$ cat src/rtl/qpsk_mapper.sv
// qpsk_mapper: pairs serial interleaver bits into Gray-coded QPSK I/Q symbols in Q1.15.
// Define QPSK_SKID_EN to add a one-symbol skid buffer with a registered ready_out.
module qpsk_mapper #(
    parameter int          Ncbps = 192,
    parameter int          Ncpc  = 2,
    parameter int          W     = 16,
    parameter logic [W-1:0] AMP  = 16'h5A82
) (
    input  logic         clk,
    input  logic         resetN,
    input  logic         data_in,
    input  logic         valid_in,
    output logic         ready_out,
    output logic [W-1:0] i_out,
    output logic [W-1:0] q_out,
    output logic         valid_out,
    input  logic         ready_in,
    output logic         last_out
);

    localparam int             SYMS     = Ncbps / Ncpc;
    localparam int             CW       = $clog2(SYMS);
    localparam logic [CW-1:0]  CNT_LAST = CW'(SYMS - 1);
    localparam logic [W-1:0]   AMP_NEG  = -AMP;

    logic          phase;
    logic          b0;
    logic [CW-1:0] sym_cnt;
    logic          accept;
    logic          load;
    logic [W-1:0]  new_i;
    logic [W-1:0]  new_q;
    logic          new_last;

    assign accept   = valid_in && ready_out;
    assign load     = accept && phase;
    assign new_i    = b0 ? AMP_NEG : AMP;
    assign new_q    = data_in ? AMP_NEG : AMP;
    assign new_last = (sym_cnt == CNT_LAST);

    // Pairing phase, first-bit store and per-block symbol counter.
    always_ff @(posedge clk or negedge resetN) begin
        if (!resetN) begin
            phase   <= 1'b0;
            b0      <= 1'b0;
            sym_cnt <= '0;
        end else if (accept) begin
            phase <= ~phase;
            if (!phase)
                b0 <= data_in;
            if (phase)
                sym_cnt <= new_last ? '0 : sym_cnt + 1'b1;
        end
    end

`ifdef QPSK_SKID_EN
    logic         skid_v;
    logic [W-1:0] skid_i;
    logic [W-1:0] skid_q;
    logic         skid_l;
    logic         out_v_n;
    logic [W-1:0] out_i_n;
    logic [W-1:0] out_q_n;
    logic         out_l_n;
    logic         sk_v_n;
    logic [W-1:0] sk_i_n;
    logic [W-1:0] sk_q_n;
    logic         sk_l_n;
    logic         phase_n;

    // Drain first (skid moves forward), then place a new symbol in the first free slot.
    always_comb begin
        out_v_n = valid_out;
        out_i_n = i_out;
        out_q_n = q_out;
        out_l_n = last_out;
        sk_v_n  = skid_v;
        sk_i_n  = skid_i;
        sk_q_n  = skid_q;
        sk_l_n  = skid_l;
        phase_n = accept ? ~phase : phase;
        if (valid_out && ready_in) begin
            out_v_n = skid_v;
            out_i_n = skid_i;
            out_q_n = skid_q;
            out_l_n = skid_l;
            sk_v_n  = 1'b0;
        end
        if (load) begin
            if (!out_v_n) begin
                out_v_n = 1'b1;
                out_i_n = new_i;
                out_q_n = new_q;
                out_l_n = new_last;
            end else begin
                sk_v_n = 1'b1;
                sk_i_n = new_i;
                sk_q_n = new_q;
                sk_l_n = new_last;
            end
        end
    end

    always_ff @(posedge clk or negedge resetN) begin
        if (!resetN) begin
            valid_out <= 1'b0;
            last_out  <= 1'b0;
            i_out     <= '0;
            q_out     <= '0;
            skid_v    <= 1'b0;
            skid_i    <= '0;
            skid_q    <= '0;
            skid_l    <= 1'b0;
            ready_out <= 1'b1;
        end else begin
            valid_out <= out_v_n;
            last_out  <= out_l_n;
            i_out     <= out_i_n;
            q_out     <= out_q_n;
            skid_v    <= sk_v_n;
            skid_i    <= sk_i_n;
            skid_q    <= sk_q_n;
            skid_l    <= sk_l_n;
            ready_out <= !(out_v_n && sk_v_n && phase_n);
        end
    end
`else
    // A first bit never needs a slot; a second bit needs the output register free.
    assign ready_out = !phase || !valid_out || ready_in;

    always_ff @(posedge clk or negedge resetN) begin
        if (!resetN) begin
            valid_out <= 1'b0;
            last_out  <= 1'b0;
            i_out     <= '0;
            q_out     <= '0;
        end else if (load) begin
            valid_out <= 1'b1;
            last_out  <= new_last;
            i_out     <= new_i;
            q_out     <= new_q;
        end else if (ready_in) begin
            valid_out <= 1'b0;
            last_out  <= 1'b0;
        end
    end
`endif

endmodule

$ cat config.mk
export PLATFORM = sky130hd
export DESIGN_NAME = qpsk_mapper
export DESIGN_NICKNAME = d
export VERILOG_FILES = /design/src/rtl/qpsk_mapper.sv
export SDC_FILE = /design/constraint.sdc
export NUM_CORES = 1
export LEC_CHECK = 0
export ABC_CLOCK_PERIOD_IN_PS = 2400
export CELL_PAD_IN_SITES_DETAIL_PLACEMENT = 2
export CELL_PAD_IN_SITES_GLOBAL_PLACEMENT = 2
export CORE_MARGIN = 4
export CORE_UTILIZATION = 26
export CTS_CLUSTER_DIAMETER = 80
export DETAILED_ROUTE_END_ITERATION = 12
export PLACE_DENSITY_LB_ADDON = 0.1
export SLEW_MARGIN = 10
export SYNTH_ARGS = -nofsm -noshare
export SYNTH_HDL_FRONTEND = slang
export SYNTH_SLANG_ARGS = --single-unit
$ cat constraint.sdc
create_clock -name clk -period 2.4 [get_ports clk]
set_input_delay 0.24 -clock clk [delete_from_list [all_inputs] [get_ports clk]]
set_output_delay 0.24 -clock clk [all_outputs]
set_load 0.02 [all_outputs]
==> metrics.md <==
| Metric | Value |
|---|---|
| Starting Density | `0.274` |
| Synth cell types | `25` |
| Crit path buf inv count | `2` |
| Final count of hold timing violations | `0` |
| CTS sink cnt | `16` |
| Root buffer cell | `clkbuf_4` |
| Post-Layout Cell Count | `154` |
| CP most frequent cell | `clkdlybuf4s50_1` |
| Setup WS post-layout | `0.603 ns` |
| Crit-path max FO | `3` |
| # fillers | `339` |
| Worst Skew | `0.00590 ns` |
| Fin crit period | `1.80 ns` |
| WS Path Type | `input port to output pin` |
| Lkg Pwr | `0.511 nW` |
| Worst path slowest cell | `clkdlybuf4s50_1` |
| Syn-to-layout area delta | `28.0%` |
| CTS Buf Count | `3` |
| Bufs on Longest Clock Path | `2` |
| Final wirelength | `2040 um` |
| Fin crit share | `0.749` |
| Global Route Usage Sum | `0.101` |
| Per-cell routed wire length | `13.3 um` |
| Fin. max-slew vios | `0` |
| Crit path from | `ready_in` |
| Reg2Reg Depth | `5` |
| Sequential cell area | `400 um^2` |
| Synth top cells by count | `buf_4 (27), nand2_1 (18), dfrtp_1 (16), o21ai_1 (4), nor2b_1 (3)` |
| Async S/R FF share, synth | `1.00` |
| Post-route cell area | `0.00119 mm^2` |
| Die Area | `0.00459 mm^2` |
| DP HPWL | `1560 um` |
| Via/cell ratio | `4.11` |
| Worst Setup Start Kind | `input port` |
| Drt first-iter violations | `14` |
| First-pass GRT wire length | `3400 um` |
| Chip Width | `67.8 um` |
| Cell Area, Synth | `928 um^2` |
| Tightest Pin Transition | `0.759 ns` |
| Hold Crit Class | `input port to async pin` |
| Worst rel slew slack | `0.492` |
| Antenna viol nets, final | `0` |
| # hold bufs at CTS | `0` |
| Placed instance area | `0.00115 mm^2` |
| Yosys reg bits | `16` |
| CP delay by family, top | `buffers and inverters` |
| # rows | `21` |
| Vias in the first global route | `694` |
| Slowest stage delay, CP | `0.54 ns` |
| Drt drc | `0` |
| Critical Path End Type | `output pin` |
| R2R Path End | `sym_cnt[5]` |
| Pre-Repair DR Iteration Count | `4` |
| Post-Syn Instances | `94` |
| Dpl ws | `0.577 ns` |
| # IOs | `40` |
| H-tree Lvls | `1` |
| Layout cell share with drive strength beyond 1 | `0.111` |
| Synthesized area per cell | `9.88 um^2` |
| Unrepaired setup endpoints after global routing | `no` |
| Max-cap viol count | `0` |
| Status | `finished clean` |
| PwrDens | `1150 mW/mm^2` |
| Post-layout util | `0.351` |
| Grt total ovfl | `0` |
| Routability cong. | `0.675` |
| CORE AREA | `0.00339 mm^2` |
| Register area share after synthesis | `0.431` |
| Clk_lat worst skew | `0.29 ns` |
| Yosys top cell area share | `0.431` |
| R2r setup slk | `0.84 ns` |
| Post-CTS Resized | `0` |
| N_diodes | `0` |
| Worst EP arrival | `1.56 ns` |
| Dpl cells | `150` |
| EDFF count, synth | `0` |
| Post-CTS Setup Repair Bufs | `0` |
| Yosys warnings | `0` |
| Clk slew on worst S/H paths | `0.11 ns` |
| Reg2reg start | `sym_cnt[0]` |
| Area occupied by multi-input gates | `324 um^2` |
| Antenna violations before repair | `0` |
| Synth top area cells | `dfrtp_1 (43%), buf_4 (22%), nand2_1 (7.3%), mux2i_1 (2.2%), o21ai_1 (2.2%)` |
| Setup violations, final | `0` |
| CTS tree | `done` |
| Largest net degree at the start of global routing | `17` |
| Die Height | `67.8 um` |
| Final nets | `115` |
| Maximum clock rate | `0.557 GHz` |
| Synth Flop Type | `dfrtp_1` |
| Count leader, synth | `buf_4` |
| Critical Path RT | `2.16 ns` |
| Largest area contributor in the netlist | `dfrtp_1` |
| Sum Neg Setup Slack | `0 ns` |
| # port buffers | `37` |
| Critical path cell sequence | `clkdlybuf4s50_1 -> nor2b_1 -> nand2_1 -> clkdlybuf4s50_1` |
| Vias | `633` |
| Max IR drop VDD | `0.298 mV` |
==> cell families (layout without fill, tap and decap cells) <==
logic type / Yosys count / count (layout) / share of synthesized area
flip-flops: 16 / 16 / 0.431
other: 1 / 2 / 0.00404
multiplexers: 4 / 4 / 0.0499
AO/OA/AOI/OAI: 6 / 6 / 0.0323
adder cells (fa/ha/maj): 1 / 1 / 0.0135
AND/OR/NAND/NOR: 36 / 36 / 0.226
buffers and inverters: 28 / 41 / 0.224
XOR/XNOR: 2 / 2 / 0.0189
==> stage by stage <==
step,hold WS [ns],power [mW]
after floorplan,-0.0556,0.991
after global placement,0.469,1.18
after detailed placement,0.483,1.20
after CTS,0.428,1.39
after global routing,0.438,1.46
final,0.385,1.36
==> report_power, final <==
group / internal (mW) / switching [mW]
combinational: 0.358 / 0.379
clock: 0.0923 / 0.0933
sequential: 0.342 / 0.0988
==> layout make-up <==
class	count	area share
flip-flops and latches	16	0.337
clock buffers	4	0.0305
repair buffers	37	0.312
well taps	46	0.0484
multi-input cells	51	0.273
==> registers in the layout, indices dropped and copies added, names as in the netlist <==
name / flops
b0: 1
i_out: 3
last_out: 1
phase: 1
q_out: 2
sym_cnt: 7
valid_out: 1
==> per-layer routing <==
| metal | track usage | vias up | share of wire |
|---|---|---|---|
| li1 | - | 300 | - |
| met1 | 0.124 | 304 | 0.43 |
| met2 | 0.163 | 27 | 0.46 |
| met3 | 0.0266 | 2 | 0.10 |
| met4 | 0.0456 | 0 | 0.0069 |
| met5 | 0 | - | 0 |
==> placed cells by master, fill, tap and decap left out, types with 2 or more instances in the layout <==
cell and count:
mux2i_1 2, dfrtp_1 16, xnor2_1 2, clkdlybuf4s50_1 37
nand2b_1 2, a21oi_1 2, conb_1 2, nor2_1 2
nand3_1 2, nand2_1 18, nor2b_1 3, o21ai_1 4
clkbuf_4 3
==> worst max path at each step <==
stage / end / depth (start not counted) / slack [ns]
floorplan: sym_cnt[5] / 5 / 0.97
global placement: ready_out / 4 / 0.61
detailed placement: ready_out / 4 / 0.58
CTS: ready_out / 3 / 0.57
global route: ready_out / 3 / 0.49
finish: ready_out / 4 / 0.60
Note: power is estimated with default switching activity, not from simulation.
